[config.mk]
export PLATFORM = sky130hd
export DESIGN_NAME = press_classifier_flat
export DESIGN_NICKNAME = d
export VERILOG_FILES = /design/src/rtl/press_if.sv /design/src/rtl/press_classifier.sv /design/src/flat_wrapper.sv
export SDC_FILE = /design/constraint.sdc
export NUM_CORES = 1
export LEC_CHECK = 0
export CORE_MARGIN = 5
export CORE_UTILIZATION = 35
export CTS_CLUSTER_SIZE = 30
export DETAILED_ROUTE_END_ITERATION = 8
export HOLD_SLACK_MARGIN = 0.08
export PLACE_DENSITY_LB_ADDON = 0.05
export SLEW_MARGIN = 20
export SYNTH_ARGS = -nofsm -noshare
export SYNTH_HDL_FRONTEND = slang
export SYNTH_SLANG_ARGS = --single-unit
[constraint.sdc]
create_clock -name clk -period 2.25 [get_ports clk]
set_input_delay 0.45 -clock clk [delete_from_list [all_inputs] [get_ports clk]]
set_output_delay 0.45 -clock clk [all_outputs]
set_load 0.01 [all_outputs]
[src/rtl/press_if.sv]
// Button classifier bus: debounced input level, enable and event outputs.
// master drives pb_state/en, slave returns the classified events.
interface press_if;
  logic en;
  logic pb_state;
  logic short_press;
  logic long_press;
  logic repeat_pulse;
  logic held;

  modport master (
    output en,
    output pb_state,
    input  short_press,
    input  long_press,
    input  repeat_pulse,
    input  held
  );

  modport slave (
    input  en,
    input  pb_state,
    output short_press,
    output long_press,
    output repeat_pulse,
    output held
  );
endinterface

[src/rtl/press_classifier.sv]
// Push-button classifier: short press, long press and auto-repeat.
// Acts on a registered copy of the debounced level and its rising edge.
module press_classifier #(
  parameter int LONG_CYC   = 50_000_000,
  parameter int REPEAT_CYC = 10_000_000
) (
  input logic   clk,
  input logic   rst_n,
  press_if.slave bus
);

  localparam int MAXC = (LONG_CYC > REPEAT_CYC) ?
                        LONG_CYC : REPEAT_CYC;
  localparam int CW   = $clog2(MAXC);

  localparam logic [CW-1:0] LTERM = CW'(LONG_CYC - 1);
  localparam logic [CW-1:0] RTERM = CW'(REPEAT_CYC - 1);

  localparam logic [1:0] S_IDLE    = 2'd0;
  localparam logic [1:0] S_PRESSED = 2'd1;
  localparam logic [1:0] S_HELD    = 2'd2;

  logic          pb_q, pb_q2;
  logic [1:0]    state_q, state_d;
  logic [CW-1:0] cnt_q, cnt_d;
  logic          sp_q, sp_d;
  logic          lp_q, lp_d;
  logic          rp_q, rp_d;
  logic          held_q;
  logic          rise;

  assign rise = pb_q & ~pb_q2;

  // Next state, counter and event decode.
  always_comb begin
    state_d = state_q;
    cnt_d   = cnt_q;
    sp_d    = 1'b0;
    lp_d    = 1'b0;
    rp_d    = 1'b0;
    if (!bus.en) begin
      state_d = S_IDLE;
      cnt_d   = '0;
    end else begin
      case (state_q)
        S_IDLE: begin
          if (rise) begin
            state_d = S_PRESSED;
            cnt_d   = '0;
          end
        end
        S_PRESSED: begin
          if (!pb_q) begin
            state_d = S_IDLE;
            cnt_d   = '0;
            sp_d    = 1'b1;
          end else if (cnt_q == LTERM) begin
            state_d = S_HELD;
            cnt_d   = '0;
            lp_d    = 1'b1;
          end else begin
            cnt_d = cnt_q + 1'b1;
          end
        end
        S_HELD: begin
          if (!pb_q) begin
            state_d = S_IDLE;
            cnt_d   = '0;
          end else if (cnt_q == RTERM) begin
            cnt_d = '0;
            rp_d  = 1'b1;
          end else begin
            cnt_d = cnt_q + 1'b1;
          end
        end
        default: begin
          state_d = S_IDLE;
          cnt_d   = '0;
        end
      endcase
    end
  end

  // Input synchroniser stage, FSM state and registered outputs.
  always_ff @(posedge clk or negedge rst_n) begin
    if (!rst_n) begin
      pb_q    <= 1'b0;
      pb_q2   <= 1'b0;
      state_q <= S_IDLE;
      cnt_q   <= '0;
      sp_q    <= 1'b0;
      lp_q    <= 1'b0;
      rp_q    <= 1'b0;
      held_q  <= 1'b0;
    end else begin
      pb_q    <= bus.pb_state;
      pb_q2   <= pb_q;
      state_q <= state_d;
      cnt_q   <= cnt_d;
      sp_q    <= sp_d;
      lp_q    <= lp_d;
      rp_q    <= rp_d;
      held_q  <= (state_d == S_HELD);
    end
  end

  assign bus.short_press  = sp_q;
  assign bus.long_press   = lp_q;
  assign bus.repeat_pulse = rp_q;
  assign bus.held         = held_q;

endmodule

[src/flat_wrapper.sv]
// flat-port wrapper written by rule: the top's interface ports become plain ports
module press_classifier_flat 
#(
  parameter int LONG_CYC   = 50_000_000,
  parameter int REPEAT_CYC = 10_000_000
)
  (clk, rst_n, bus_en, bus_pb_state, bus_short_press, bus_long_press, bus_repeat_pulse, bus_held);
  press_if bus_i ();
  input logic clk;
  input logic rst_n;
  input wire logic [$bits(bus_i.en)-1:0] bus_en;
  input wire logic [$bits(bus_i.pb_state)-1:0] bus_pb_state;
  output wire logic [$bits(bus_i.short_press)-1:0] bus_short_press;
  output wire logic [$bits(bus_i.long_press)-1:0] bus_long_press;
  output wire logic [$bits(bus_i.repeat_pulse)-1:0] bus_repeat_pulse;
  output wire logic [$bits(bus_i.held)-1:0] bus_held;
  assign bus_i.en = bus_en;
  assign bus_i.pb_state = bus_pb_state;
  assign bus_short_press = bus_i.short_press;
  assign bus_long_press = bus_i.long_press;
  assign bus_repeat_pulse = bus_i.repeat_pulse;
  assign bus_held = bus_i.held;
  press_classifier #(.LONG_CYC(LONG_CYC), .REPEAT_CYC(REPEAT_CYC)) u_core (.clk(clk), .rst_n(rst_n), .bus(bus_i));
endmodule
---- After elaboration in Yosys (flattened, before gate mapping) ----
Cells that the tools add are included.
W data, S select, Z words.
storage, ports and cells
  word-level logic and storage cells ...... 42
  input port bits ......................... 4
  flip-flop bits (word level) ............. 34
  output and inout port bits .............. 4
cells by class
  $add $sub $neg .......................... 1
  reduce and logical (&&, ||, !) cells .... 1
  equal/unequal tests ..................... 6
  bitwise gates (word level) .............. 2
  multiplexer cells ....................... 24
operator list
  cell                     number
  $mux W26                 6
  $pmux W26 S3             1
  $add A26 B1 Y26 const B  1
  $eq A26 B24 Y1 const B   1
  $eq A26 B26 Y1 const B   1
  $mux W1                  11
  $mux W2                  5
  $pmux W2 S3              1
  $eq A2 B2 Y1 const B     2
  $ne A3 B2 Y1 const B     1
  $eq A2 B1 Y1 const B     1
  $logic_not A2 Y1         1
  $and A1 B1 Y1            1
  $not A1 Y1               1

---- Longest topological paths before layout ----
  word-level depth ........................ 6
  gate-level depth with buffers ........... 8
  depth with buffers taken out ............ 6

---- Least setup slack after synthesis ----
Ideal clock, no wire load.
  path kind ............................... reg2reg
  start point ............................. register u_core.cnt_q[0]
  end point ............................... register u_core.cnt_q[22]
  clock period less this slack ............ 2,028 ps
  cell stages (with the launch flop) ...... 9
  path buffers ............................ 2
  arrival time ............................ 1,894 ps
  data required time ...................... 2,116 ps
  setup slack ............................. 222 ps
  setup time .............................. 134 ps
  cell sequence ........................... dfrtp_1 > ha_1 > and3_1 > nand4b_1 > o41a_1 > buf_6 > buf_6 > o2111ai_2 > o211ai_1
between the ends
  cells in the longest elaborated chain, start to end .. 5
  elaborated cells on any way between the ends .. 9
  classes of those cells .................. add/sub: 1; eq/ne: 2; mux: 6
RTL lines
  item                                           line                                            source
  start: declaration                             press_classifier.sv:25                          logic [CW-1:0] cnt_q, cnt_d;
  start signal: assignment                       press_classifier.sv:99                          cnt_q <= cnt_d;
  $add A26 B1 Y26, or another cell as far along  press_classifier.sv:62, press_classifier.sv:73
  $mux W26, on equally long branches             press_classifier.sv:69, press_classifier.sv:57
  $mux W26, on equally long branches             press_classifier.sv:66, press_classifier.sv:53
  $pmux W26 S3 (*)                               press_classifier.sv:45                          case (state_q)
  $mux W26 (*)                                   press_classifier.sv:41                          if (!bus.en) begin
Every way passes the cells marked *; elsewhere a longest branch is shown, timed or not.
A chain may end at the register's enable or synchronous reset.

---- Final worst setup path ----
  start point ............................. register u_core.cnt_q[1]
  end point ............................... register u_core.cnt_q[16]
Same word-level chain as after synthesis.

==> results.sh <==
export IMPL_synth_mux_area_share_pct=0
export IMPL_worstMarginPinSlew_ns=0.782
export IMPL_grt_pass1_wl_um=9530
export IMPL_grtUsageTotal_pct=15.7
export IMPL_synth_cell_types=45
export IMPL_wire_per_inst_um=16.1
export IMPL_drt_initial_drc_count=79
export IMPL_synth_compound_area_share_pct=18.6
export IMPL_initial_core_util_pct=36.4
export IMPL_io_buffers=7
export IMPL_r2r_start="u_core.cnt_q[1]"
export IMPL_yosys_warnings=0
export IMPL_rows=28
export IMPL_worst_path_stages=7
export IMPL_post_cts_setup_buffer_count=0
export IMPL_fin_skew_ns=0.00622
export IMPL_end_kind="register"
export IMPL_rr_endpoint="u_core.cnt_q[16]"
export IMPL_outcome="completed"
export IMPL_dieArea_sq_um=7910
export IMPL_power_total_uw=1180
export IMPL_layoutNonFillerInstCount=357
export IMPL_clk_latency_ns=0.28
export IMPL_syn_inst=253
export IMPL_crit_fanout=7
export IMPL_cp_data_required_time_ns=2.41
export IMPL_path_clk_slew_ns=0.07
export IMPL_slew_headroom_pct=47.9
export IMPL_p_leak_uw=0.00107
export IMPL_cts_max_level=2
export IMPL_cts_tree="built"
export IMPL_grt_max_degree=35
export IMPL_finalSetupViolations=0
export IMPL_cp_num_buf_inv=1
export IMPL_clock_sinks=34
export IMPL_finalCritPeriodShare_pct=94.5
export IMPL_ys_async_sr_fraction_pct=100
export IMPL_first_pass_iters=4
export IMPL_ys_seq_area_share_pct=39.0
export IMPL_hp_class="in2async"
export IMPL_insertedDiodeCount=0
export IMPL_yosys_area_share_simple_pct=33.1
export IMPL_ctsLongestPathBuffers=2
export IMPL_drv_slew=0
export IMPL_rrSetupSlack_ns=0.12
export IMPL_rsz0062_at_grt="no"
export IMPL_drc=0
export IMPL_start_kind="register"
export IMPL_numCtsBuffers=5
export IMPL_chipWidth_um=89.0
export IMPL_synthAdderAreaFrac_pct=2.87
export IMPL_dp_cells=349
export IMPL_place_hpwl_um=4090
export IMPL_overflow=0
export IMPL_io_pins=8
export IMPL_cp_arrival_ns=2.29
export IMPL_fin_crit_ns=2.13
export IMPL_reg2regPathDepth=7
export IMPL_slowest_stage="or4_1"
export IMPL_final_hold_viol_count=0
export IMPL_critical_path_max_stage_delay_ns=0.70
export IMPL_synth_xor_area_share_pct=1.20
export IMPL_tns_ns=0
export IMPL_antenna_found_initial=0
export IMPL_synth_ff_type="dfrtp_1"
export IMPL_dieHeight_um=89.0
export IMPL_powerDensity_nw_per_um2=455
export IMPL_post_place_ws_ns=0.0884
export IMPL_crit_family="simple AND/OR/NAND/NOR gates"
export IMPL_synth_area_sq_um=2180
export IMPL_wirelength_um=5760
export IMPL_grt_pass1_vias=1875
export IMPL_nNetsFinal=290
export IMPL_ys_seq_elements=34
export IMPL_drive_above_1_share_pct=17.7
export IMPL_gp_congestion=0.771
export IMPL_synth_top_family_by_area="simple AND/OR/NAND/NOR gates"
export IMPL_drtAntennaViolNets=0
export IMPL_finalWorstSetupSlack_ns=0.123
export IMPL_drv_cap=0
export IMPL_synth_edf_count=0
export IMPL_via_per_inst=5.51
export IMPL_postSynthAreaPerCell_sq_um=8.62
export IMPL_vias=1966
export IMPL_synth_nets=262
export IMPL_crit_chain="ha_1, buf_4, nand3_1, or4_1, o21a_1, o221ai_1, nand2_1"
export IMPL_core_area_sq_um=5990
export IMPL_max_clock_freq_mhz=470
export IMPL_vdd_drop_max_mv=0.339
export IMPL_cts_root_buf="clkbuf_8"
export IMPL_path_class="reg2reg"
export IMPL_area_growth_pct=18.5
==> where the power goes <==
part / internal (uW) / leakage [uW] / switching, uW
Clock: 247 / 0.0000482 / 231
Sequential: 615 / 0.000466 / 4.61
Combinational: 23.5 / 0.000556 / 55.6
==> registers in the layout, indices dropped and copies added (netlist names) <==
| signal | count |
|---|---|
| u_core.pb_q | 1 |
| u_core.bus.repeat_pulse | 1 |
| u_core.bus.held | 1 |
| u_core.state_q | 2 |
| u_core.pb_q2 | 1 |
| u_core.cnt_q | 26 |
| u_core.bus.short_press | 1 |
| u_core.bus.long_press | 1 |
==> cells in the mapped netlist (8+ instances only) <==
cell type | n | share of area [%]
nand4_1 | 10 | 2.9
inv_1 | 10 | 1.7
nor2_1 | 18 | 3.1
dfrtp_1 | 34 | 39
and2_1 | 9 | 2.6
nand3_1 | 12 | 2.8
clkbuf_1 | 9 | 1.5
nor4_1 | 8 | 2.3
o211ai_1 | 9 | 3.1
o221ai_1 | 12 | 4.8
nand2_1 | 47 | 8.1
==> cells by family after synthesis <==
logic type,after synthesis
AOI/OAI and AO/OA,50
xor gates and xnor gates,3
adders and majority gates,5
buffers and inverters,24
DFF,34
and+or+nand+nor,137
==> placed cells by master, fill, tap and decap left out, types with 5 or more instances in the layout <==
master / Yosys / routed
o221ai_1: 12 / 12
buf_4: 0 / 28
nor3_1: 6 / 6
clkdlybuf4s50_1: 0 / 6
dfrtp_1: 34 / 32
and2_1: 9 / 9
nand2_1: 47 / 47
nand4_1: 10 / 10
nor2_1: 18 / 18
nor4_1: 8 / 8
nand3_1: 12 / 12
o2111ai_1: 6 / 6
o21ai_0: 6 / 6
clkbuf_8: 0 / 6
ha_1: 5 / 5
o211ai_1: 9 / 9
inv_1: 10 / 10
==> per-stage QoR <==
step / cell area [sq um] / utilization [%] / hold slack (ns)
4_1_cts: 2570 / 42.9 / 0.276
5_1_grt: 2590 / 43.2 / 0.316
3_3_place_gp: 2480 / 41.4 / 0.551
6_report: 2590 / 43.2 / 0.240
3_5_place_dp: 2480 / 41.4 / 0.552
2_1_floorplan: 2180 / - / 0.154
==> cell type report <==
type,count,area [sq um]
Multi-Input combinational cell,195,1230
Clock buffer,7,86.3
Timing Repair Buffer,35,275
Inverter,10,37.5
Fill cell,587,3400
Sequential cell,34,853
Clock inverter,1,5.00
Tap cell,75,93.8
==> how the worst max path moves through the flow <==
stage	endpoint	slack [ns]	from
after global routing	u_core.cnt_q[16]	0.01	u_core.cnt_q[1]
final	u_core.cnt_q[16]	0.12	u_core.cnt_q[1]
after global placement	u_core.cnt_q[25]	0.08	u_core.cnt_q[7]
after floorplan	u_core.cnt_q[22]	0.22	u_core.cnt_q[0]
after detailed placement	u_core.cnt_q[25]	0.09	u_core.cnt_q[7]
after CTS	u_core.cnt_q[25]	0.07	u_core.cnt_q[7]
==> per-layer routing <==
metal	routed length, um	global-route usage, %	vias to the layer above
met5	0	0	-
met4	54	4.60	0
met3	138	3.23	6
met2	2670	24.5	23
met1	2890	22.0	936
li1	-	-	1001
==> worst reg2reg max path, delay by kind of cell (launching register included) <==
kind	cells	cell delay (ns)
AO/OA/AOI/OAI	2	0.38
adder cells (fa/ha/maj)	1	0.16
buffers and inverters	1	0.11
flip-flops	1	0.35
AND/OR/NAND/NOR	3	1.00
==> what timing repair did <==
action,4_1_cts,5_1_grt
gates resized for setup,0,5
endpoints found under the setup margin,0,25
hold buffers,0,0
(Power assumes the default switching activity.)
